$ cat src/rtl/qspi_resp_pkg.sv
// Shared opcodes, phase lengths and FSM states for the QSPI ROM responder.
package qspi_resp_pkg;

  localparam logic [7:0] OP_QREAD = 8'hEB;
  localparam logic [7:0] OP_WREN  = 8'h06;
  localparam logic [7:0] OP_WRSR  = 8'h01;
  localparam logic [7:0] OP_RES   = 8'hAB;
  localparam logic [7:0] OP_MRST  = 8'hFF;

  localparam int ADDR_NIB  = 6;
  localparam int MODE_NIB  = 2;
  localparam int DUMMY_CLK = 4;

  typedef enum logic [2:0] {
    IDLE, CMD, WRSR, ADDR, MODE, DUMMY, DATA, IGNORE
  } state_t;

endpackage

$ cat src/rtl/qspi_pin_sync.sv
// SPI pin capture with CS/SCLK edge detection; QSPI_RESP_SYNC_EN adds
// two-flop synchronizers ahead of the capture stage.
module qspi_pin_sync
  import qspi_resp_pkg::*;
(
  input  logic       clk,
  input  logic       rst,
  input  logic       cs_n,
  input  logic       sclk,
  input  logic [3:0] io_raw,
  output logic       sclk_rise,
  output logic       cs_rise,
  output logic       cs_fall,
  output logic [3:0] io
);

  logic [5:0] raw;

`ifdef QSPI_RESP_SYNC_EN
  logic [5:0] meta, sync;

  always_ff @(posedge clk or posedge rst) begin
    if (rst) begin
      meta <= '0;
      sync <= '0;
    end else begin
      meta <= {io_raw, sclk, cs_n};
      sync <= meta;
    end
  end

  assign raw = sync;
`else
  assign raw = {io_raw, sclk, cs_n};
`endif

  logic cs_s, cs_p, sclk_s, sclk_p;

  // CS resets to "low" so a reset taken mid-transaction never fakes a CS fall
  always_ff @(posedge clk or posedge rst) begin
    if (rst) begin
      io     <= '0;
      sclk_s <= 1'b0;
      cs_s   <= 1'b0;
      sclk_p <= 1'b0;
      cs_p   <= 1'b0;
    end else begin
      {io, sclk_s, cs_s} <= raw;
      sclk_p             <= sclk_s;
      cs_p               <= cs_s;
    end
  end

  // A CS rise in the same cycle masks the SCLK rise
  assign sclk_rise = sclk_s & ~sclk_p & ~cs_s;
  assign cs_rise   = cs_s & ~cs_p;
  assign cs_fall   = ~cs_s & cs_p;

endmodule

$ cat src/rtl/qspi_rom_responder.sv
// Quad-SPI flash target serving 0xEB quad reads from a synchronous byte memory.
// Optional pin synchronizers are enabled with QSPI_RESP_SYNC_EN.
module qspi_rom_responder
  import qspi_resp_pkg::*;
#(
  parameter int   ADDR_W   = 14,
  parameter logic QE_RESET = 1'b0
) (
  input  logic              wb_clk_i,
  input  logic              wb_rst_i,
  input  logic              spi_cs_n,
  input  logic              spi_sclk,
  input  logic [3:0]        spi_io_in,
  output logic [3:0]        spi_io_out,
  output logic [3:0]        spi_io_oe,
  output logic              mem_rd,
  output logic [ADDR_W-1:0] mem_addr,
  input  logic [7:0]        mem_rdata,
  output logic              qe,
  output logic              cont_mode
);

  state_t state, state_n;
  logic sclk_rise, cs_rise, cs_fall;
  logic [3:0] io;
  logic [3:0] cnt, rise_cnt, ones_cnt;
  logic [7:0] shreg, cmd, sr1, sr1_buf, pref;
  logic cmd_valid, wel, qe_buf, nib_lo, rd_d;
  logic [1:0] byte_cnt, mode_hi;
  logic [ADDR_W-1:0] addr_sh;
  logic [7:0] byte_in, next_byte;
  logic unused_sr1;

  qspi_pin_sync u_pin_sync (
    .clk       (wb_clk_i),
    .rst       (wb_rst_i),
    .cs_n      (spi_cs_n),
    .sclk      (spi_sclk),
    .io_raw    (spi_io_in),
    .sclk_rise (sclk_rise),
    .cs_rise   (cs_rise),
    .cs_fall   (cs_fall),
    .io        (io)
  );

  assign byte_in    = {shreg[6:0], io[0]};
  // Fresh read data bypasses the prefetch register when the next rise is back-to-back
  assign next_byte  = rd_d ? mem_rdata : pref;
  assign unused_sr1 = ^sr1;

  always_ff @(posedge wb_clk_i or posedge wb_rst_i) begin
    if (wb_rst_i) state <= IDLE;
    else          state <= state_n;
  end

  always_comb begin
    state_n = state;
    if (cs_rise) begin
      state_n = IDLE;
    end else if (cs_fall) begin
      state_n = cont_mode ? ADDR : CMD;
    end else if (sclk_rise) begin
      case (state)
        CMD: if (cnt == 4'd7) begin
          if (byte_in == OP_QREAD)     state_n = qe ? ADDR : IGNORE;
          else if (byte_in == OP_WRSR) state_n = WRSR;
          else                         state_n = IGNORE;
        end
        ADDR:    if (cnt == 4'(ADDR_NIB - 1))  state_n = MODE;
        MODE:    if (cnt == 4'(MODE_NIB - 1))  state_n = DUMMY;
        DUMMY:   if (cnt == 4'(DUMMY_CLK - 1)) state_n = DATA;
        default: ;
      endcase
    end
  end

  always_ff @(posedge wb_clk_i or posedge wb_rst_i) begin
    if (wb_rst_i) begin
      spi_io_out <= '0;
      spi_io_oe  <= '0;
      mem_rd     <= 1'b0;
      mem_addr   <= '0;
      qe         <= QE_RESET;
      cont_mode  <= 1'b0;
      cnt        <= '0;
      rise_cnt   <= '0;
      ones_cnt   <= '0;
      shreg      <= '0;
      cmd        <= '0;
      sr1        <= '0;
      sr1_buf    <= '0;
      pref       <= '0;
      cmd_valid  <= 1'b0;
      wel        <= 1'b0;
      qe_buf     <= 1'b0;
      nib_lo     <= 1'b0;
      rd_d       <= 1'b0;
      byte_cnt   <= '0;
      mode_hi    <= '0;
      addr_sh    <= '0;
    end else begin
      mem_rd <= 1'b0;
      rd_d   <= mem_rd;
      if (rd_d) pref <= mem_rdata;

      if (cs_rise) begin
        spi_io_oe <= 4'h0;
        nib_lo    <= 1'b0;
        if (state == WRSR) begin
          if (wel && byte_cnt != 2'd0) sr1 <= sr1_buf;
          if (wel && byte_cnt >= 2'd2) qe  <= qe_buf;
          wel <= 1'b0;
        end else if (cmd_valid && rise_cnt == 4'd8 && cmd == OP_WREN) begin
          wel <= 1'b1;
        end
        // Mode reset is recognised whatever state the window started in
        if (rise_cnt == 4'd8 && ones_cnt == 4'd8) cont_mode <= 1'b0;
      end else if (cs_fall) begin
        cnt       <= '0;
        rise_cnt  <= '0;
        ones_cnt  <= '0;
        byte_cnt  <= '0;
        cmd_valid <= 1'b0;
      end else if (sclk_rise && state != IDLE) begin
        if (rise_cnt != 4'hF)          rise_cnt <= rise_cnt + 4'd1;
        if (io[0] && ones_cnt != 4'hF) ones_cnt <= ones_cnt + 4'd1;
        if (state_n != state || (state == WRSR && cnt == 4'd7)) cnt <= '0;
        else                                                      cnt <= cnt + 4'd1;

        case (state)
          CMD: begin
            shreg <= byte_in;
            if (cnt == 4'd7) begin
              cmd       <= byte_in;
              cmd_valid <= 1'b1;
            end
          end
          WRSR: begin
            shreg <= byte_in;
            if (cnt == 4'd7) begin
              if (byte_cnt == 2'd0) sr1_buf <= byte_in;
              if (byte_cnt == 2'd1) qe_buf  <= byte_in[1];
              if (byte_cnt != 2'd3) byte_cnt <= byte_cnt + 2'd1;
            end
          end
          ADDR: begin
            addr_sh <= {addr_sh[ADDR_W-5:0], io};
            if (cnt == 4'(ADDR_NIB - 1)) begin
              mem_rd   <= 1'b1;
              mem_addr <= {addr_sh[ADDR_W-5:0], io};
            end
          end
          MODE: begin
            if (cnt == 4'(MODE_NIB - 1)) cont_mode <= (mode_hi == 2'b10);
            else                         mode_hi   <= io[1:0];
          end
          DUMMY: begin
            if (state_n == DATA) begin
              spi_io_oe  <= 4'hF;
              spi_io_out <= next_byte[7:4];
              nib_lo     <= 1'b1;
            end
          end
          DATA: begin
            if (nib_lo) begin
              spi_io_out <= next_byte[3:0];
              mem_addr   <= mem_addr + 1'b1;
              mem_rd     <= 1'b1;
              nib_lo     <= 1'b0;
            end else begin
              spi_io_out <= next_byte[7:4];
              nib_lo     <= 1'b1;
            end
          end
          default: ;
        endcase
      end
    end
  end

endmodule
$ cat config.mk
export PLATFORM = sky130hd
export DESIGN_NAME = qspi_rom_responder
export DESIGN_NICKNAME = d
export VERILOG_FILES = /design/src/rtl/qspi_resp_pkg.sv /design/src/rtl/qspi_pin_sync.sv /design/src/rtl/qspi_rom_responder.sv
export SDC_FILE = /design/constraint.sdc
export NUM_CORES = 1
export LEC_CHECK = 0
export CAP_MARGIN = 20
export CORE_UTILIZATION = 50
export CTS_CLUSTER_SIZE = 20
export DETAILED_ROUTE_END_ITERATION = 10
export PLACE_DENSITY = 0.71
export REMOVE_ABC_BUFFERS = 1
export SYNTH_ARGS = -nofsm -noshare
export SYNTH_HDL_FRONTEND = slang
export SYNTH_SLANG_ARGS = --single-unit
$ cat constraint.sdc
create_clock -name wb_clk_i -period 3.05 [get_ports wb_clk_i]
set_input_delay 0.4575 -clock wb_clk_i [delete_from_list [all_inputs] [get_ports wb_clk_i]]
set_output_delay 0.4575 -clock wb_clk_i [all_outputs]
set_load 0.01 [all_outputs]
==> out/metrics.csv <==
stage,metric,value,unit
synthesis,"FFs w/ async S/R, synth",100,%
synthesis,synthesized area per cell,10.5,sq um
global_routing,GRT Total Usage,22.0,%
clock_network,post-cts sizing count,0,
worst_setup_path,Crit Path Max Fanout,12,
synthesis,top post-synthesis cells by count,"87 x dfrtp_1, 37 x mux2_2, 31 x a21oi_1, 31 x nand2_1, 30 x nor2_1",
pwr,NetSw,583,uW
synthesis,Unique masters post-synth,56,
global_routing,largest net degree at the start of global routing,88,
worst_setup_path,Worst path top cell family by delay,simple AND/OR/NAND/NOR gates,
sta,Worst Clk Skew,0.00963,ns
sta,period utilization,86.7,%
synthesis,sequential fraction of the synthesis area,49.9,%
synthesis,Mapped Cells,414,
pwr,clock power share,36.1,%
synthesis,Seq cells post-synth,87,
sta,post-layout min period,2.64,ns
pwr,Comb pwr share,8.4,%
synthesis,Synth area leader,dfrtp_1,
clock_network,clock sink count,87,
detailed_routing,via count,3278,
place,dpl cells,543,
outcome,status,completed,
synthesis,Synth top area share,49.9,%
sta,final setup fails,0,
sta,RSZ-0062 raised after global routing,false,
sta,max frequency,378,MHz
floorplanning,Die Wd,95.4,um
floorplanning,die extent in y,95.4,um
floorplanning,Cell Rows,33,
sta,Pins Over Slew Limit,0,
pwr,internal power,1.65,mW
worst_setup_path,Crit. End Element,flop,
place,Detail Placement HPWL,6.38,mm
floorplanning,CORE AREA,8340,sq um
clock_network,Num CTS Buffers,9,
global_routing,initial antenna violation count,0,
detailed_routing,drt first-iter violations,200,
pwr,pwr dens,445,nW/um^2
sta,Hold Fails Final Rpt,0,
global_routing,first-pass GRT wire length,15.2,mm
global_routing,GRT Residual Overflow,0,
layout,final non-filler cell total,559,
worst_setup_path,crit-path max cell delay,0.56,ns
pwr,Sequential Power Share,55.5,%
worst_setup_path,startpoint types,flop,
detailed_routing,Total Wirelength,9.19,mm
sta,max_slew headroom,56.8,%
sta,Least-Margin Pin Slew,0.646,ns
min_path,min-delay worst type,flop to flop,
synthesis,Syn. warnings,0,
synthesis,Post-synth EDFFs,0,
pwr,"IR drop worst, VDD",0.000278,V
synthesis,main flop type after synthesis,dfrtp_1,
place,final RePlAce weighted congestion,0.942,
synthesis,dominant cell by count in the synthesized netlist,dfrtp_1,
synthesis,largest cells by area after synthesis,"dfrtp_1 50%, mux2_2 9.6%, a21oi_1 3.6%, ha_1 3.4%, nand2_1 2.7%",
worst_setup_path,"critical path, cell by cell","ha_1, nor2_1, nand3_1, o2111a_1, or4_4, a21oi_4, mux2i_1",
layout,ant diodes,0,
clock_network,clock latency on the worst-skew pair,0.36,ns
floorplanning,IO Count,41,
floorplanning,initial core utilization,52.3,%
detailed_routing,DRC Markers,0,
clock_network,CTS tree,yes,
worst_setup_path,critical path data arrival time,2.91,ns
worst_setup_path,CP Buf/Inv Count,0,
layout,fraction of layout cells with a size suffix above 1,15.6,%
layout,Layout area overhead,15.2,%
worst_setup_path,worst endpoint required time,3.32,ns
clock_network,H-tree depth,3,
synthesis,post-synthesis cell area,4360,sq um
worst_setup_path,crit path max-delay cell type,or4_4,
pwr,LEAKAGE,2.26,nW
detailed_routing,Detail Route Antenna Nets,0,
worst_setup_path,Setup CP Type,flop to flop,
detailed_routing,Wirelength per Cell,16.4,um
clock_network,Worst-path clk slew,0.09,ns
global_routing,vias in the first global route,3129,
clock_network,Max Buffers Root-to-Sink,2,
layout,# nets final,477,
pwr,sw frac,26.1,%
detailed_routing,vias per cell,5.86,
place,Port Buf Inserts,40,
sta,setup_tns,0,ns
floorplanning,die area,9100,sq um
detailed_routing,drt first pass iters,5,
clock_network,root buffer cell,clkbuf_8,
clock_network,post-CTS setup buffers,0,
clock_network,"Hold-fix buffers, CTS",0,
job,Max-Cap Viols,0,
[cell usage in the layout, fill, tap and decap left out, drive strengths merged, types with 10 or more instances in the layout]
cell type / netlist / final
inv: 20 / 20
dfrtp: 87 / 87
clkdlybuf4s50: 0 / 40
ha: 12 / 12
o22ai: 10 / 10
nand2: 32 / 32
nand3: 17 / 17
a21oi: 32 / 32
nor2: 30 / 30
o21ai: 23 / 23
mux2: 37 / 37
[final cells by class]
class / count / area [sq um]
flip-flops and latches: 87 / 2180
inverters: 20 / 76.3
repair buffers: 44 / 443
clock buffers: 9 / 124
clock inverters: 7 / 71.3
multi-input cells: 287 / 2000
fillers: 688 / 3320
well taps: 105 / 131
[routing by layer]
metal | global-route usage, % | vias to the layer above | wire [um] | part of all wire [%]
li1 | - | 1565 | - | -
met1 | 28.4 | 1592 | 4140 | 45
met2 | 36.5 | 105 | 4370 | 48
met3 | 5.58 | 16 | 534 | 5.8
met4 | 6.22 | 0 | 144 | 1.6
met5 | 0 | - | 0 | 0
[registers in the layout (all words and copies together) (netlist names), 2 cells and up]
name / cells
mem_addr: 14
addr_sh: 10
cmd: 8
pref: 8
shreg: 7
cnt: 4
ones_cnt: 4
rise_cnt: 4
spi_io_out: 4
u_pin_sync.io: 4
state: 3
byte_cnt: 2
mode_hi: 2
[final timing paths]
check / startpoint / endpoint / slack, ns / depth (start not counted)
worst max-delay path: u_pin_sync.cs_s / spi_io_out[3] / 0.41 / 7
worst min-delay path: mem_rd / rd_d / 0.38 / 0
worst max register to register: u_pin_sync.cs_s / spi_io_out[3] / 0.41 / 7
worst min register to register: mem_rd / rd_d / 0.38 / 0
max in group asynchronous: wb_rst_i / u_pin_sync.io[0] / 2.17 / 3
min in group asynchronous: wb_rst_i / rd_d / 0.51 / 3
[power by group through the flow]
stage	Combinational [mW]	Clock, mW	Sequential, mW
after floorplan	0.127	0	1.25
after global placement	0.182	0	1.26
after detailed placement	0.190	0	1.26
after CTS	0.190	0.829	1.24
after global routing	0.214	0.869	1.25
final	0.188	0.806	1.24
[through the flow]
step	hold slack (ns)	power [mW]	area [sq um]	util, %	setup slack [ns]
after detailed placement	0.364	1.45	4830	57.9	0.516
after floorplan	0.356	1.38	4250	-	0.342
after CTS	0.383	2.26	5020	60.2	0.417
after global placement	0.369	1.44	4830	57.9	0.603
after global routing	0.388	2.33	5020	60.2	0.291
final	0.381	2.23	5020	60.2	0.407
[logic make-up after synthesis]
family                     Yosys count  synth area share (%)
and+or+nand+nor                    133                  16.8
xor gates and xnor gates             3                 0.603
DFF                                 87                  49.9
buffers and inverters               40                  4.22
AOI/OAI and AO/OA                   93                  13.4
adders and majority gates           12                  3.44
muxes                               46                  11.6
(Power assumes the default switching activity.)
